`config.mk`:
```
export PLATFORM = sky130hd
export DESIGN_NAME = tagged_joiner
export DESIGN_NICKNAME = d
export VERILOG_FILES = /design/src/rtl/tagged_joiner_pkg.sv /design/src/rtl/tagged_joiner_skid.sv /design/src/rtl/tagged_joiner.sv
export SDC_FILE = /design/constraint.sdc
export NUM_CORES = 1
export LEC_CHECK = 0
export CORE_AREA = 4 4 143 145
export CTS_CLUSTER_SIZE = 28
export DETAILED_ROUTE_END_ITERATION = 10
export DIE_AREA = 0 0 147 149
export PLACE_DENSITY = 0.88
export SLEW_MARGIN = 25
export SYNTH_ARGS = -nofsm -noshare
export SYNTH_HDL_FRONTEND = slang
export SYNTH_SLANG_ARGS = --single-unit
```
`constraint.sdc`:
```
create_clock -name clk -period 2.25 [get_ports clk]
set_input_delay 0.3375 -clock clk [delete_from_list [all_inputs] [get_ports clk]]
set_output_delay 0.3375 -clock clk [all_outputs]
set_load 0.005 [all_outputs]
```
`src/rtl/tagged_joiner_pkg.sv`:
```
// Shared crossbar definitions for the tagged joiner: error counter width and
// its saturating increment.
package tagged_joiner_pkg;

  localparam int ERR_COUNT_WIDTH = 16;

  function automatic logic [ERR_COUNT_WIDTH-1:0] sat_inc(input logic [ERR_COUNT_WIDTH-1:0] v);
    return (&v) ? v : v + 1'b1;
  endfunction

endpackage

```
`src/rtl/tagged_joiner_skid.sv`:
```
// Tagged skid buffer: registered output, registered ready, full throughput.
// Beats land in the main register; the skid register only catches a beat on a stall.
module tagged_joiner_skid #(
  parameter int W = 8
) (
  input  logic         clk,
  input  logic         rst_n,
  input  logic [W-1:0] in_data,
  input  logic         in_valid,
  output logic         in_ready,
  output logic [W-1:0] out_data,
  output logic         out_valid,
  input  logic         out_ready
);

  logic [W-1:0] main_q, skid_q;
  logic         main_vld, skid_vld;

  assign in_ready  = !skid_vld;
  assign out_valid = main_vld;
  assign out_data  = main_q;

  always_ff @(posedge clk or negedge rst_n) begin
    if (!rst_n) begin
      main_vld <= 1'b0;
      skid_vld <= 1'b0;
      main_q   <= '0;
      skid_q   <= '0;
    end else if (!main_vld || out_ready) begin
      // in_ready is low while the skid holds a beat, so nothing arrives then
      if (skid_vld) begin
        main_q   <= skid_q;
        main_vld <= 1'b1;
        skid_vld <= 1'b0;
      end else begin
        main_vld <= in_valid;
        if (in_valid) main_q <= in_data;
      end
    end else if (in_valid && in_ready) begin
      skid_q   <= in_data;
      skid_vld <= 1'b1;
    end
  end

endmodule

```
`src/rtl/tagged_joiner.sv`:
```
// Joins NUM_STREAMS tagged streams beat by beat through one-entry slots.
// Define TAGGED_JOINER_CHECK_EN to build the tag/last mismatch checker (err, err_count).
module tagged_joiner
  import tagged_joiner_pkg::*;
#(
  parameter int NUM_STREAMS     = 2,
  parameter int DATA_W          = 32,
  parameter int TAG_WIDTH       = 8,
  parameter int KEEP_W          = 4,
  parameter int NUM_SKID_STAGES = 1
) (
  input  logic                                    clk,
  input  logic                                    rst_n,
  input  logic [NUM_STREAMS-1:0][DATA_W-1:0]      in_data,
  input  logic [NUM_STREAMS-1:0][TAG_WIDTH-1:0]   in_tag,
  input  logic [NUM_STREAMS-1:0][KEEP_W-1:0]      in_keep,
  input  logic [NUM_STREAMS-1:0]                  in_last,
  input  logic [NUM_STREAMS-1:0]                  in_valid,
  output logic [NUM_STREAMS-1:0]                  in_ready,
  output logic [NUM_STREAMS-1:0][DATA_W-1:0]      out_data,
  output logic [TAG_WIDTH-1:0]                    out_tag,
  output logic [KEEP_W-1:0]                       out_keep,
  output logic                                    out_last,
  output logic                                    out_valid,
  input  logic                                    out_ready,
  output logic                                    err,
  output logic [ERR_COUNT_WIDTH-1:0]              err_count
);

  typedef struct packed {
    logic [NUM_STREAMS-1:0][DATA_W-1:0] data;
    logic [TAG_WIDTH-1:0]               tag;
    logic [KEEP_W-1:0]                  keep;
    logic                               last;
  } joined_t;

  logic [NUM_STREAMS-1:0][DATA_W-1:0]    slot_data;
  logic [NUM_STREAMS-1:0][TAG_WIDTH-1:0] slot_tag;
  logic [NUM_STREAMS-1:0][KEEP_W-1:0]    slot_keep;
  logic [NUM_STREAMS-1:0]                slot_last;
  logic [NUM_STREAMS-1:0]                full;
  logic [NUM_STREAMS-1:0]                capture;
  logic                                  join_valid, join_fire;

  joined_t [NUM_SKID_STAGES:0] stg_data;
  logic    [NUM_SKID_STAGES:0] stg_valid, stg_ready;

  assign join_valid = &full;
  assign join_fire  = join_valid && stg_ready[0];
  assign in_ready   = ~full | {NUM_STREAMS{join_fire}};
  assign capture    = in_valid & in_ready;

  for (genvar i = 0; i < NUM_STREAMS; i++) begin : g_slot
    always_ff @(posedge clk or negedge rst_n) begin
      if (!rst_n) begin
        full[i]      <= 1'b0;
        slot_data[i] <= '0;
        slot_tag[i]  <= '0;
        slot_keep[i] <= '0;
        slot_last[i] <= 1'b0;
      end else if (capture[i]) begin
        // a capture wins over a same-cycle release: the slot stays full
        full[i]      <= 1'b1;
        slot_data[i] <= in_data[i];
        slot_tag[i]  <= in_tag[i];
        slot_keep[i] <= in_keep[i];
        slot_last[i] <= in_last[i];
      end else if (join_fire) begin
        full[i] <= 1'b0;
      end
    end
  end

  assign stg_data[0].data = slot_data;
  assign stg_data[0].tag  = slot_tag[0];
  assign stg_data[0].keep = slot_keep[0];
  assign stg_data[0].last = slot_last[0];
  assign stg_valid[0]     = join_valid;

  for (genvar s = 0; s < NUM_SKID_STAGES; s++) begin : g_skid
    tagged_joiner_skid #(.W($bits(joined_t))) u_skid (
      .clk       (clk),
      .rst_n     (rst_n),
      .in_data   (stg_data[s]),
      .in_valid  (stg_valid[s]),
      .in_ready  (stg_ready[s]),
      .out_data  (stg_data[s+1]),
      .out_valid (stg_valid[s+1]),
      .out_ready (stg_ready[s+1])
    );
  end

  assign stg_ready[NUM_SKID_STAGES] = out_ready;
  assign out_valid = stg_valid[NUM_SKID_STAGES];
  assign out_data  = stg_data[NUM_SKID_STAGES].data;
  assign out_tag   = stg_data[NUM_SKID_STAGES].tag;
  assign out_keep  = stg_data[NUM_SKID_STAGES].keep;
  assign out_last  = stg_data[NUM_SKID_STAGES].last;

`ifdef TAGGED_JOINER_CHECK_EN
  logic mismatch;

  always_comb begin
    mismatch = 1'b0;
    for (int i = 1; i < NUM_STREAMS; i++)
      if (slot_tag[i] != slot_tag[0] || slot_last[i] != slot_last[0]) mismatch = 1'b1;
  end

  always_ff @(posedge clk or negedge rst_n) begin
    if (!rst_n) begin
      err       <= 1'b0;
      err_count <= '0;
    end else if (join_fire && mismatch) begin
      err       <= 1'b1;
      err_count <= sat_inc(err_count);
    end
  end
`else
  assign err       = 1'b0;
  assign err_count = '0;
`endif

endmodule
```
After elaboration in Yosys (flattened, before gate mapping)
Cells that the tools add are included.

storage, ports and cells
  word-level logic and storage cells = 34
  register bits after elaboration = 235
  output and inout bits = 97

cells by class
  bitwise gates (word level) = 4
  reductions and logical operators = 11
  mux-type cells = 8

operator list
  kind               number
  $mux 77            2
  $reduce_bool 2->1  4
  $mux 1             6
  $reduce_and 2->1   3
  $and 2x2->2        1
  $logic_not 1->1    2
  $not 2->2          1
  $or 2x2->2         1
  $logic_and 1x1->1  1
  $logic_or 1x1->1   1
  $not 1->1          1

Logic depth before layout (Yosys ltp)
Gate-level depths: netlist of the first run.

  depth after elaboration = 5
  mapped depth = 7

Cells and area by module
Synthesis of the first run repeated with hierarchy kept, for this count alone.

unflattened totals
  cell total of the unflattened synthesis = 793
  area, all modules = 11003.1 µm²

by module, submodules not included
  module              times used  cells an instance  sequential area each (µm²)  area each (µm²)
  tagged_joiner_skid  1           420                3903.7                      6865.3
  tagged_joiner       1           373                1976.9                      4137.7

Worst setup path before layout of the first run
OpenSTA, ideal clock, no wires.

  path type = reg2reg
  start point = reg g_skid[0].u_skid.skid_vld
  end point = reg g_skid[0].u_skid.skid_q[46]
  library setup time = 0.125 ns
  arrival time = 1.647 ns
  setup slack = 0.478 ns
  path buffers = 4
  period minus slack after synthesis = 1.772 ns
  stages on the path, launching flop included = 8
  cells stage by stage = dfrtp_1 buf_2 nand2b_4 or3_1 buf_2 buf_6 buf_6 mux2_4

on the way
  longest elaborated chain between the ends = 3

ends and longest elaborated chain
  what                        line                      source
  from (decl)                 tagged_joiner_skid.sv:17  logic main_vld, skid_vld;
  from (signal assigned)      tagged_joiner_skid.sv:26  skid_vld <= 1'b0;
  from (signal assigned)      tagged_joiner_skid.sv:34  skid_vld <= 1'b0;
  from (signal assigned)      tagged_joiner_skid.sv:41  skid_vld <= 1'b1;
  $logic_not 1->1             tagged_joiner_skid.sv:19  assign in_ready = !skid_vld;
  $logic_and 1x1->1           tagged_joiner_skid.sv:39  end else if (in_valid && in_ready) begin
  $reduce_and 2->1 (no line)  n/a
  to (signal assigned)        tagged_joiner_skid.sv:40  skid_q <= in_data;
  to (decl)                   tagged_joiner_skid.sv:16  logic [W-1:0] main_q, skid_q;

Every way passes these cells.
A chain may end at the register's enable or synchronous reset.

Worst setup path in the final report of the first run
  start point = reg g_skid[0].u_skid.skid_vld
  end point = out in_ready[0]

on the way
  longest elaborated chain between the ends = 3

ends and longest elaborated chain
  what               line                      source
  $logic_not 1->1    tagged_joiner_skid.sv:19
  $logic_and 1x1->1  tagged_joiner.sv:49       assign join_fire = join_valid && stg_ready[0];
  $or 2x2->2         tagged_joiner.sv:50       assign in_ready = ~full | {NUM_STREAMS{join_fire}};
  to (decl)          tagged_joiner.sv:19       output logic [NUM_STREAMS-1:0] in_ready,

Every way passes these cells.

==> flow_summary.json, run 1 <==
{
  "grt_max_degree": 73,
  "rows": 51,
  "place_area_um2": 11840,
  "drt_first_pass_iters": 4,
  "synth_edf_count": 0,
  "maxCapViolCount": 0,
  "yosys.area.top_type": "dfrtp_1",
  "netlist.area_leader.share": 0.5957,
  "cts_tree": "yes",
  "crit_path_end_kind": "output pin",
  "grt_pass1_wl_um": 32310,
  "finalClockSkew_ns": 0.01342,
  "root_buffer": "clkbuf_16",
  "cpPeakStageDelay_ns": 0.50,
  "powerDensity_nw_per_um2": 1300,
  "timing.final.crit_share": 0.8685,
  "ff_latch_area_um2": 5884,
  "crit_chain": "nand2b_1 > nand2_1 > dlygate4sd2_1",
  "synth_cells": 611,
  "ff2ff_path_depth": 4,
  "cp_max_fo": 6,
  "reg2reg_slack_ns": 0.47,
  "clock_path_buffers": 3,
  "critPathTopFamily": "flip-flops",
  "fmax_mhz": 511.8,
  "antenna_cells": 0,
  "gr-usage-met3": 0.05409,
  "busiest_layer": "met2",
  "power.leakage_nw": 5.462,
  "path_depth": 3,
  "hp-class": "input port to asynchronous set/reset pin",
  "ys.flop_type": "dfrtp_1",
  "synth_area_um2": 9872,
  "path_buf_inv": 1,
  "vias": 5494,
  "antenna_found_initial": 0,
  "path_class": "flip-flop to output pin",
  "numCtsBuffers": 24,
  "cts_sinks": 235,
  "seq_area_frac_synth": 0.5957,
  "hpwl_um": 12470,
  "worstPathRequired_ns": 1.91,
  "cts.clk_slew.worst_paths_ns": 0.06,
  "grt_pass1_vias": 6099,
  "yosysMostFrequentCell": "mux2_2",
  "die_x_um": 147,
  "fin_area_um2": 12780,
  "h-tree-depth": 1,
  "reg2reg_from": "g_skid[0].u_skid.skid_vld",
  "max_slew_margin": 0.6275,
  "port_buffers": 161,
  "dieArea_um2": 21900,
  "cpMaxStageDelayCell": "dfrtp_4",
  "arrival_ns": 1.62,
  "drtIter0Drc": 137,
  "tns_ns": 0,
  "postRouteAntennaNets": 0,
  "grt.overflow.total": 0,
  "ys_ff_latch": 235,
  "syn_avg_cell_area_um2": 16.16,
  "startpoint_type": "flip-flop",
  "grt_setup_unrepaired": "false",
  "io_pins": 192,
  "crit_path_start": "g_skid[0].u_skid.skid_vld",
  "timing.final.crit_period_ns": 1.954,
  "grt_use_met1": 0.2353,
  "wire_per_inst_um": 18.32,
  "post_cts_buffers": 0,
  "use_met2": 0.3033,
  "ys_top_cells_by_area": "dfrtp_1 (60%), mux2_2 (32%), mux2_4 (4.6%)",
  "gp_congestion": 0.7166,
  "worstReg2RegEnd": "g_skid[0].u_skid.skid_q[58]",
  "start_util": 0.5140,
  "finalSetupViolations": 0,
  "clk_latency_ns": 0.51,
  "ir_worst_vdd_mv": 0.8323,
  "multiInputGateArea_um2": 3769,
  "outcome": "completed",
  "synthToLayoutAreaGrowth_pct": 29.48,
  "coreArea_um2": 19210,
  "drc": 0,
  "finalNetCount": 877,
  "via_per_inst": 5.159,
  "synth.distinct_cells": 18,
  "grt_usage": 0.1801,
  "chipHeight_um": 149,
  "slew_viol_final": 0,
  "drive_above_1_share": 0.4700,
  "routed_wl_um": 19510,
  "synthTopCellsByCount": "mux2_2 (278), dfrtp_1 (235), mux2_4 (30)",
  "tightest_slew_ns": 0.5587,
  "synth-async-reset-ratio": 1.000,
  "yosysWarnings": 0,
  "finalHoldViolCount": 0,
  "nFillCells": 1316
}
cell families after synthesis:
logic type,count (synthesis),share of synthesized area
muxes,308,0.3627
DFF,235,0.5957
buffers and inverters,53,0.03257
and+or+nand+nor,10,0.006083
AOI/OAI and AO/OA,4,0.002535
other,1,0.0003799
cell type report:
type                            count  share of cell area
Sequential cell                   235              0.4604
Multi-Input combinational cell    339              0.2948
Timing Repair Buffer              180              0.1458
Clock buffer                       32             0.05570
Tap cell                          265             0.02594
Clock inverter                     12             0.01684
Inverter                            2           0.0005873
through the flow:
stage | hold slack, ns | worst slack [ns] | util | cells | total power [mW]
2_1_floorplan | 0.04191 | 0.4783 | - | 627 | 9.701
4_1_cts | 0.4009 | 0.02820 | 0.6654 | 1065 | 16.83
6_report | 0.4002 | 0.2960 | 0.6655 | 1065 | 16.61
3_3_place_gp | 0.3495 | 0.2687 | 0.6166 | 1020 | 11.93
3_5_place_dp | 0.3465 | 0.2480 | 0.6166 | 1020 | 12.17
5_1_grt | 0.4178 | 0.2295 | 0.6655 | 1065 | 17.53
per-layer routing:
metal  up-vias  share of wire  wire length, µm
met5         -              0                0
met4         0          0.017              330
met3        25          0.070             1361
met2       142           0.48             9427
met1      2844           0.43             8394
li1       2483              -                -
registers in the layout (all words and copies together) (netlist names):
signal                   count
g_skid.u_skid.skid_vld       1
full                         2
g_skid.u_skid.out_data      77
slot_tag                     8
slot_keep                    4
g_skid.u_skid.out_valid      1
slot_last                    1
g_skid.u_skid.skid_q        77
slot_data                   64
how the worst max path moves through the flow:
stage / to / slack (ns)
global route: in_ready[0] / 0.23
CTS: in_ready[1] / 0.03
finish: in_ready[0] / 0.30
global placement: g_skid[0].u_skid.skid_q[62] / 0.27
floorplan: g_skid[0].u_skid.skid_q[46] / 0.48
detailed placement: g_skid[0].u_skid.skid_q[61] / 0.25
power by group:
part           total (mW)  leakage, nW  internal [mW]  switching (mW)
registers            7.01         2.76           6.00            1.01
logic                5.07         2.25           3.53            1.54
clock network        4.53        0.453           2.91            1.62
total                16.6         5.46           12.4            4.17
cells in the final DEF (no fill, tap or decap), drive strengths merged:
| master | n |
|---|---|
| dlymetal6s2s | 1 |
| dlygate4sd2 | 1 |
| a21oi | 2 |
| bufinv | 6 |
| nand2b | 5 |
| buf | 19 |
| clkbuf | 32 |
| conb | 17 |
| a21boi | 2 |
| inv | 2 |
| dlygate4sd3 | 1 |
| nand2 | 3 |
| clkinv | 4 |
| clkdlybuf4s50 | 158 |
| or3 | 1 |
| dfrtp | 235 |
| clkinvlp | 2 |
| mux2 | 308 |
| nor2 | 1 |
repair_timing:
action                                  4_1_cts  5_1_grt
hold endpoints to repair                     63        0
hold buffers                                  1        0
resized for setup                             1        1
endpoints found under the setup margin        1        1
pin swaps                                     0        0
No activity file was read; power rests on OpenSTA's default activity.
==> run 2, diff against run 1 <==
--- a/config.mk
+++ b/config.mk
@@ -5,10 +5,11 @@
 export SDC_FILE = /design/constraint.sdc
 export NUM_CORES = 1
 export LEC_CHECK = 0
-export CORE_AREA = 4 4 143 145
+export ABC_AREA = 1
+export CORE_AREA = 4 4 152 140
 export CTS_CLUSTER_SIZE = 28
 export DETAILED_ROUTE_END_ITERATION = 10
-export DIE_AREA = 0 0 147 149
+export DIE_AREA = 0 0 156 144
 export PLACE_DENSITY = 0.88
 export SLEW_MARGIN = 25
 export SYNTH_ARGS = -nofsm -noshare
==> flow_summary.json, run 2 <==
{
  "outcome": "completed",
  "power_mw": 17.75,
  "slew_viol_final": 0,
  "wire_per_inst_um": 14.92,
  "final_core_util": 0.6372,
  "die_x_um": 156,
  "max_slew_margin": 0.5658,
  "io_pins": 192,
  "yosys.area.top_type": "dfrtp_1",
  "fmax_mhz": 467.9,
  "timing.final.crit_share": 0.9498,
  "ir_worst_vdd_mv": 0.6809,
  "clk_latency_ns": 0.51,
  "h-tree-depth": 1,
  "synth_cells": 1193,
  "crit_path_end_kind": "output pin",
  "nFillCells": 1572,
  "grt_pass1_vias": 8127,
  "ys_ff_latch": 235,
  "yosysWarnings": 0,
  "rows": 49,
  "syn_avg_cell_area_um2": 8.441,
  "drc": 0,
  "cts_tree": "yes",
  "seq_area_frac_synth": 0.5840,
  "power.leakage_nw": 6.325,
  "synthToLayoutAreaGrowth_pct": 24.54,
  "ys_top_cells_by_area": "dfrtp_1 (58%), nand2_1 (20%), o21ai_0 (5.2%)",
  "grt_setup_unrepaired": "false",
  "maxCapViolCount": 0,
  "timing.final.crit_period_ns": 2.137,
  "path_class": "flip-flop to output pin",
  "grt_usage": 0.2164,
  "tightest_slew_ns": 0.6490,
  "dieArea_um2": 22460,
  "cts.repair.resized": 0,
  "finalClockSkew_ns": 0.005988,
  "gp_congestion": 0.7651,
  "chipHeight_um": 144,
  "start_util": 0.5117,
  "drive_above_1_share": 0.05769,
  "antenna_found_initial": 0,
  "coreArea_um2": 19680,
  "tns_ns": 0,
  "finalSetupViolations": 0,
  "synthTopCellsByCount": "nand2_1 (543), dfrtp_1 (235), o21ai_0 (105)",
  "powerDensity_nw_per_um2": 1415,
  "cts_sinks": 235,
  "numCtsBuffers": 25,
  "postRouteAntennaNets": 0,
  "synth_edf_count": 0,
  "startpoint_type": "flip-flop",
  "synth.distinct_cells": 17,
  "fin_ws_ns": 0.1129,
  "port_buffers": 161,
  "drtIter0Drc": 500,
  "hpwl_um": 15450,
  "hp-class": "input port to asynchronous set/reset pin",
  "grt.overflow.total": 0,
  "cts.clk_slew.worst_paths_ns": 0.06,
  "arrival_ns": 1.80,
  "root_buffer": "clkbuf_16",
  "grt_pass1_wl_um": 40020,
  "vias": 8107,
  "via_per_inst": 5.042,
  "place_ws_ns": 0.3735,
  "synth-async-reset-ratio": 1.000,
  "drt_first_pass_iters": 8,
  "cp_max_fo": 3,
  "layout_common_cells": "nand2_1 (543), dfrtp_1 (234), clkdlybuf4s50_1 (159), o21ai_0 (105), inv_1 (82)",
  "final_common_cell": "nand2_1",
  "grt_max_degree": 71,
  "yosysMostFrequentCell": "nand2_1",
  "finalNetCount": 1430,
  "routed_wl_um": 23990,
  "worstPathRequired_ns": 1.91,
  "clock_path_buffers": 3,
  "synth_area_um2": 10070,
  "netlist.area_leader.share": 0.5840,
  "finalHoldViolCount": 0,
  "ys.flop_type": "dfrtp_1"
}
-- run 2: cell count changes after synthesis, moves of 5 or more --
cell / before / now
buf_4: 17 / 28
buf_6: 4 / 16
clkbuf_1: 5 / 26
inv_1: 2 / 82
mux2_2: 278 / 0
mux2_4: 30 / 0
nand2_1: 3 / 543
nand2_2: 0 / 5
nand3_1: 0 / 77
o21ai_0: 0 / 105
o21ai_1: 0 / 49
-- run 2: worst paths after layout --
check                                          start                            end  slack, ns  depth (start not counted)
max                                          full[1]                    in_ready[0]       0.11                          3
max in group asynchronous                      rst_n    g_skid[0].u_skid.skid_q[25]       1.17                          3
max reg2reg                g_skid[0].u_skid.skid_vld  g_skid[0].u_skid.out_data[72]       0.42                          8
min                                            rst_n                  slot_data[46]       0.38                          2
min reg2reg                            slot_data[20]                  slot_data[20]       0.47                          2
min in group clk                         in_data[44]                  slot_data[44]       0.38                          3
-- run 2: what timing repair did --
| item | 4_1_cts | 5_1_grt |
|---|---|---|
| hold endpoints to repair | 61 | 0 |
| buffers inserted | 0 | 1 |
| endpoints found under the setup margin | 0 | 1 |
| hold buffers | 1 | 0 |
-- run 2: logic make-up (layout without fill, tap and decap cells) --
group / after synthesis / count (layout) / synth area share
other cells: 1 / 18 / 0.0003724
compound gates: 157 / 157 / 0.08027
flops: 235 / 235 / 0.5840
buf+inv: 173 / 316 / 0.08934
simple gates: 627 / 627 / 0.2460
-- run 2: area by class of cell --
class / instances / area, µm² / share of cell area
antenna: 1 / 2.502 / 0.0001995
clock buffer: 36 / 716.9 / 0.05717
clock inverter: 8 / 40.04 / 0.003193
inverter: 83 / 311.5 / 0.02484
multi-input combinational: 801 / 3354 / 0.2675
sequential: 235 / 5884 / 0.4692
tap: 255 / 319.1 / 0.02544
timing repair buffer: 189 / 1912 / 0.1524
-- run 2: metal layers --
metal	up-vias	global-route usage	wire length, µm
li1	3950	-	-
met1	3841	0.2969	10350
met2	267	0.3504	11090
met3	49	0.04967	1880
met4	0	0.06080	668
met5	-	0	0
-- run 2: through the flow --
stage / hold slack [ns] / instance area, µm² / std cells
6_report: 0.3817 / 12540 / 1608
5_1_grt: 0.3890 / 12540 / 1607
4_1_cts: 0.3623 / 12530 / 1606
3_5_place_dp: 0.3372 / 11760 / 1561
3_3_place_gp: 0.3330 / 11760 / 1561
2_1_floorplan: 0.04191 / 10130 / 1209
-- run 2: power breakdown --
group,internal [mW],switching (mW)
sequential,6.26,1.12
combinational,2.79,3.77
clock,2.20,1.61
total,11.3,6.49
-- run 2: worst max-delay path, stage by stage (launching register included) --
cell and delay (ns):
dfrtp_1 0.43, inv_1 0.10, o21ai_4 0.22, clkdlybuf4s50_1 0.54
